===== src/rtl/ioctl_loader_pkg.sv =====
`default_nettype none
// +----------------------------------------------------------------------------+
// | ioctl_loader_pkg                                                           |
// | Shared types and helpers for the HPS download-to-boot-ROM loader.          |
// | Revision: 1.0                                                              |
// +----------------------------------------------------------------------------+
package ioctl_loader_pkg;

   typedef enum logic [1:0] {
      IDLE = 2'd0,
      LOAD = 2'd1,
      FILL = 2'd2,
      HOLD = 2'd3
   } loader_state_t;

   localparam logic [7:0] c_DEFAULT_FILL_BYTE = 8'h00;

   function automatic int unsigned depth_of(input int unsigned addr_w);
      return 32'd1 << addr_w;
   endfunction

endpackage
`default_nettype wire


===== src/rtl/ioctl_rom_loader.sv =====
`default_nettype none
// +----------------------------------------------------------------------------+
// | ioctl_rom_loader                                                           |
// | Copies the hps_io download stream into the CPU boot memory, optionally     |
// | zero-fills the tail, and holds the CPU in reset until the copy settles.    |
// | Revision: 1.0                                                              |
// +----------------------------------------------------------------------------+
module ioctl_rom_loader
   import ioctl_loader_pkg::*;
#(
   parameter int         ADDR_W      = 12,
   parameter bit         FILL_EN     = 1'b1,
   parameter logic [7:0] FILL_BYTE   = c_DEFAULT_FILL_BYTE,
   parameter int         HOLD_CYCLES = 256
) (
   input  logic              clk_sys,
   input  logic              reset,
   input  logic              ioctl_download,
   input  logic              ioctl_wr,
   input  logic [26:0]       ioctl_addr,
   input  logic [7:0]        ioctl_dout,
   output logic              mem_we,
   output logic [ADDR_W-1:0] mem_addr,
   output logic [7:0]        mem_data,
   output logic              cpu_reset,
   output logic              busy,
   output logic [ADDR_W:0]   load_len,
   output logic              overflow,
   output logic              done
);

   localparam int unsigned           c_DEPTH     = depth_of(ADDR_W);
   localparam int                    c_HOLD_W    = $clog2(HOLD_CYCLES + 1);
   localparam logic [26:0]           c_DEPTH_27  = 27'(c_DEPTH);
   localparam logic [ADDR_W:0]       c_DEPTH_LEN = (ADDR_W + 1)'(c_DEPTH);
   localparam logic [ADDR_W:0]       c_LEN_ONE   = (ADDR_W + 1)'(1);
   localparam logic [c_HOLD_W-1:0]   c_HOLD_LAST = c_HOLD_W'(HOLD_CYCLES - 1);
   localparam logic [c_HOLD_W-1:0]   c_HOLD_ONE  = c_HOLD_W'(1);

   loader_state_t        r_state;
   logic [c_HOLD_W-1:0]  r_hold_cnt;
   logic [ADDR_W:0]      r_fill_ptr;
   logic                 r_pending_done;
   logic                 r_mem_we;
   logic [ADDR_W-1:0]    r_mem_addr;
   logic [7:0]           r_mem_data;
   logic                 r_cpu_reset;
   logic                 r_busy;
   logic [ADDR_W:0]      r_load_len;
   logic                 r_overflow;
   logic                 r_done;

   logic                 w_in_range;
   logic                 w_accept;
   logic                 w_start;
   logic [ADDR_W:0]      w_addr_p1;
   logic [ADDR_W:0]      w_len_next;

   // The full 27-bit compare keeps aliased high addresses out of memory.
   always_comb begin
      w_in_range = (ioctl_addr < c_DEPTH_27);
      w_accept   = ioctl_wr && w_in_range;
      w_start    = ioctl_download && (r_state != LOAD);
      w_addr_p1  = {1'b0, ioctl_addr[ADDR_W-1:0]} + c_LEN_ONE;
      w_len_next = r_load_len;
      if (w_accept && (w_addr_p1 > r_load_len)) begin
         w_len_next = w_addr_p1;
      end
   end

   always_ff @(posedge clk_sys or posedge reset) begin
      if (reset) begin
         r_state        <= HOLD;
         r_hold_cnt     <= '0;
         r_fill_ptr     <= '0;
         r_pending_done <= 1'b0;
         r_mem_we       <= 1'b0;
         r_mem_addr     <= '0;
         r_mem_data     <= '0;
         r_cpu_reset    <= 1'b1;
         r_busy         <= 1'b0;
         r_load_len     <= '0;
         r_overflow     <= 1'b0;
         r_done         <= 1'b0;
      end else begin
         r_mem_we <= 1'b0;
         r_done   <= 1'b0;
         if (w_start) begin
            // A new download always wins, discarding any fill or hold in flight.
            r_state        <= LOAD;
            r_cpu_reset    <= 1'b1;
            r_busy         <= 1'b1;
            r_load_len     <= '0;
            r_overflow     <= 1'b0;
            r_hold_cnt     <= '0;
            r_pending_done <= 1'b1;
         end else begin
            case (r_state)
               LOAD: begin
                  if (w_accept) begin
                     r_mem_we   <= 1'b1;
                     r_mem_addr <= ioctl_addr[ADDR_W-1:0];
                     r_mem_data <= ioctl_dout;
                  end
                  if (ioctl_wr && !w_in_range) begin
                     r_overflow <= 1'b1;
                  end
                  r_load_len <= w_len_next;
                  if (!ioctl_download) begin
                     if (FILL_EN && (w_len_next < c_DEPTH_LEN)) begin
                        r_state    <= FILL;
                        r_fill_ptr <= w_len_next;
                     end else begin
                        r_state    <= HOLD;
                        r_busy     <= 1'b0;
                        r_hold_cnt <= '0;
                     end
                  end
               end
               FILL: begin
                  if (r_fill_ptr < c_DEPTH_LEN) begin
                     r_mem_we   <= 1'b1;
                     r_mem_addr <= r_fill_ptr[ADDR_W-1:0];
                     r_mem_data <= FILL_BYTE;
                     r_fill_ptr <= r_fill_ptr + c_LEN_ONE;
                  end else begin
                     r_state    <= HOLD;
                     r_busy     <= 1'b0;
                     r_hold_cnt <= '0;
                  end
               end
               HOLD: begin
                  if (r_hold_cnt == c_HOLD_LAST) begin
                     r_state        <= IDLE;
                     r_cpu_reset    <= 1'b0;
                     r_done         <= r_pending_done;
                     r_pending_done <= 1'b0;
                  end else begin
                     r_hold_cnt <= r_hold_cnt + c_HOLD_ONE;
                  end
               end
               default: begin
               end
            endcase
         end
      end
   end

   assign mem_we    = r_mem_we;
   assign mem_addr  = r_mem_addr;
   assign mem_data  = r_mem_data;
   assign cpu_reset = r_cpu_reset;
   assign busy      = r_busy;
   assign load_len  = r_load_len;
   assign overflow  = r_overflow;
   assign done      = r_done;

endmodule
`default_nettype wire


===== config.mk =====
export PLATFORM = sky130hd
export DESIGN_NAME = ioctl_rom_loader
export DESIGN_NICKNAME = d
export VERILOG_FILES = /design/src/rtl/ioctl_loader_pkg.sv /design/src/rtl/ioctl_rom_loader.sv
export SDC_FILE = /design/constraint.sdc
export NUM_CORES = 1
export LEC_CHECK = 0
export ABC_AREA = 1
export CORE_MARGIN = 2
export CORE_UTILIZATION = 35
export CTS_BUF_LIST = sky130_fd_sc_hd__clkbuf_2
export DETAILED_ROUTE_END_ITERATION = 7
export PLACE_DENSITY_LB_ADDON = 0.25
export RECOVER_POWER = 25
export SLEW_MARGIN = 20
export SYNTH_ARGS = -nofsm -noshare
export SYNTH_HDL_FRONTEND = slang
export SYNTH_SLANG_ARGS = --single-unit

===== constraint.sdc =====
create_clock -name clk_sys -period 2.45 [get_ports clk_sys]
set_input_delay 0.245 -clock clk_sys [delete_from_list [all_inputs] [get_ports clk_sys]]
set_output_delay 0.245 -clock clk_sys [all_outputs]
set_load 0.1 [all_outputs]

==> results.txt <==
- Clock latency at the later pin of the worst-skew pair: 0.54 ns
* Tmin final: 2.261 ns
- Synthesis inferred 63 register bits.
- The design draws 5497 uW.
* Count of clock tree sinks: 63
- Number of warnings reported in the yosys synthesis log: 0
- Across all hold checks on the routed design, the worst slack comes to 0.05332 ns.
- Clock skew after layout: 0.03400 ns
- The path class of the tightest hold or removal check is in2reg.
- Die area: 0.01275 mm2
- STA classifies the critical path endpoint as a register.
- The analysis attributes to cell leakage a power of 0.002803 uW.
* Routed vias: around 4,000
- Of all nets on the critical path, the largest fanout is 18.
- Count leader, synth: sky130_fd_sc_hd__nand2_1
- Fill cells in the final layout number ~1,200.
- The longest clock path from root to sink contains 2 buffers.
- Relative slew margins: 36.60%
- Most area-hungry cell type in the Yosys netlist: sky130_fd_sc_hd__dfrtp_1
- In the synthesized netlist the async set-or-reset flop fraction comes to 100.0%.
- In the final layout, the share of cells above drive strength 1 is approximately a quarter.
* Run status: finished with violations
- The total overflow left after global routing is 0.
- Unrepaired setup endpoints after global routing: false
- After detailed routing, the number of remaining DRC violations is 1.
- Data on the critical path arrives at its endpoint at 2.70 ns.
- Pin count of the biggest net entering global routing: 36
- Distinct cell type count of the synthesized netlist: 39
- The top cell type by area accounts for 36.17% of the synthesized area.
- CTS placed an instance of sky130_fd_sc_hd__clkbuf_2 at the clock tree root.
* Clock buffer count from CTS: 9
- For the pin with the worst max-slew slack, the measured transition is 0.9499 ns.
* Antenna violations before repair: 1
- Number of top-level design ports: 77
- RePlAce Congestion: between 0.9 and 1
* Layout Utilization: 47.77%
- Std-Cell Rows: 39
* DRC violation total after the first TritonRoute iteration: 220
* DRT antenna net count: 0
- In this run the power density over the cells is 999.2 mW/mm2.
* Fmax achieved: 442.2 MHz
- Clock transition at path regs: 0.20 ns
* IO buf count: 76
- Area of the core: 0.01152 mm2
- A synthesized cell averages 7.296 um2.
* Initial standard-cell utilization of the core: 36.05%
- Global routing used 18.76% of the available tracks across all layers.
- Top cells by count, synth: 203 x sky130_fd_sc_hd__nand2_1, 60 x sky130_fd_sc_hd__dfrtp_1, 58 x sky130_fd_sc_hd__inv_1, 39 x sky130_fd_sc_hd__nor2_1, 38 x sky130_fd_sc_hd__nand3_1
- Cell count after synthesis: approximately 570
- Wire length after detailed routing: approximately 11,000 um
* Data required, critical path: 2.89 ns
- Cell area after technology mapping: 0.004151 mm2
* Vias in the first global route: 4,044
- Die Span X: ~110 um
* Setup-violating endpoint count in the final report: 0
- Share of synthesized area occupied by flip-flops and latches: 38.07%
- Via/cell ratio: 4.812
- # Max-Cap Violations: 0
* Dominant cells by area after synthesis: sky130_fd_sc_hd__dfrtp_1 36%, sky130_fd_sc_hd__nand2_1 18%, sky130_fd_sc_hd__ha_1 6.3%, sky130_fd_sc_hd__inv_1 5.2%, sky130_fd_sc_hd__nand3_1 4.6%
- Global-route wire length before repair: about 19,000 um
- IR analysis of the VDD net gives a maximum drop of 809.4 uV.
- H-tree lvl count: 3
* Final count of pins violating max slew: 0
- Dividing the detail-routed wire length by the instance count gives 13.89 um.
- Post-synthesis to final-layout area growth: 32.52%
- The pre-antenna-repair detailed-routing pass consisted of 7 iterations.
- The checks that failed: design-rule violations.
* Die boundary height: around 110 um
- Main synth FF type: sky130_fd_sc_hd__dfrtp_1
* Net count after synthesis: between 600 and 700
* Count of nets after finishing: ~740
- The total count of hold-check failures in the final report was 0.
* Launching element type of the critical path: register
* Half-perimeter wire length after detailed placement: 8756 um
- Share of the cycle needed by the critical path after routing: just over 90%
- By startpoint and endpoint, the worst setup path is classified as reg2reg.
- Number of enable-type register cells in the synthesized netlist: 0
- Clock tree from TritonCTS: yes
[final timing paths]
kind                               start            end  slack, ns  cells after the start
max                           r_state[1]  r_hold_cnt[8]       0.19                     10
min                        ioctl_addr[7]    mem_addr[7]       0.05                      3
max reg2reg                   r_state[1]  r_hold_cnt[8]       0.19                     10
min reg2reg                         busy           busy       0.50                      2
max in group asynchronous          reset    load_len[3]       0.76                      3
min in group asynchronous          reset  r_hold_cnt[2]       0.32                      2
[sequential cells by signal (all words and copies together), names as in the netlist]
name	count
load_len	13
r_pending_done	1
busy	1
mem_we	1
overflow	1
done	1
mem_addr	12
r_state	2
r_hold_cnt	9
cpu_reset	1
r_fill_ptr	13
mem_data	8
[repair_timing]
item / CTS / global route
gates resized for setup: 5 / 33
pin swaps: 0 / 11
gates cloned: 0 / 1
setup buffers: 0 / 1
hold buffers: 0 / 0
setup endpoints to repair: 23 / 36
[logic make-up (layout without fill, tap and decap cells)]
family                   after synthesis  in the layout  synth area share (%)
adder cells (fa/ha/maj)               21             21                 6.329
buffers and inverters                 78            190                 8.137
flip-flops                            63             63                 38.07
AND/OR/NAND/NOR                      324            324                 34.51
AO/OA/AOI/OAI                         73             73                 10.85
XOR/XNOR                              10             10                 2.110
other                                  0              1                     0
[cells in the final DEF, fill, tap and decap left out, drive strengths merged, types with 3 or more instances in the layout]
| master | Yosys | final |
|---|---|---|
| xnor2 | 4 | 4 |
| nand3 | 41 | 41 |
| dlymetal6s2s | 0 | 11 |
| xor2 | 6 | 6 |
| a21oi | 10 | 10 |
| ha | 21 | 21 |
| clkbuf | 6 | 11 |
| clkdlybuf4s50 | 0 | 26 |
| clkinv | 0 | 4 |
| inv | 60 | 61 |
| nor2 | 45 | 45 |
| o21ai | 43 | 43 |
| or2 | 3 | 3 |
| dfstp | 3 | 3 |
| nand2 | 227 | 227 |
| buf | 12 | 74 |
| a31oi | 12 | 12 |
| dfrtp | 60 | 60 |
| nand4 | 5 | 5 |
[where the power goes]
group | leakage [uW] | internal (uW) | switching [uW] | total, uW
clock | 0.0000811 | 331 | 413 | 745
combinational | 0.00192 | 813 | 2460 | 3270
sequential | 0.000798 | 1300 | 178 | 1480
total | 0.00280 | 2450 | 3050 | 5500
[metrics by stage]
stage	TNS, ns	cell area [um2]	worst slack (ns)	std cells
after floorplan	0	4167	0.1264	569
after global placement	-19.92	5206	-0.6001	806
after detailed placement	-21.23	5206	-0.6354	806
after CTS	0	5375	0.004853	822
after global routing	0	5502	0.01077	825
final	0	5502	0.1885	825
[layer usage]
layer,GRT usage (%),up-vias,share of wire [%]
li1,-,2024,-
met5,0,-,0
met1,25.39,1863,46
met4,8.374,0,1.9
met3,2.464,14,3.9
met2,30.20,69,48
[critical path: stages, from the launching register on]
cell                      delay [ns]
sky130_fd_sc_hd__dfstp_2        0.61
sky130_fd_sc_hd__inv_1          0.09
sky130_fd_sc_hd__ha_1           0.23
sky130_fd_sc_hd__nor2_2         0.19
sky130_fd_sc_hd__inv_2          0.10
sky130_fd_sc_hd__nand2_2        0.09
sky130_fd_sc_hd__inv_1          0.13
sky130_fd_sc_hd__a21oi_1        0.41
sky130_fd_sc_hd__nand2_8        0.17
sky130_fd_sc_hd__nand2_1        0.12
sky130_fd_sc_hd__o21ai_2        0.05
[area by class of cell]
type | instances | area, um2 | share of cell area, %
flip-flops and latches | 63 | 1595 | 29.00
diodes | 1 | 2.502 | 0.04549
multi-input cells | 428 | 2342 | 42.57
clock buffers | 9 | 45.04 | 0.8187
repair buffers | 114 | 1026 | 18.65
inverters | 60 | 225.2 | 4.094
well taps | 143 | 178.9 | 3.252
clock inverters | 7 | 86.33 | 1.569
No activity file was read; power rests on OpenSTA's default activity.
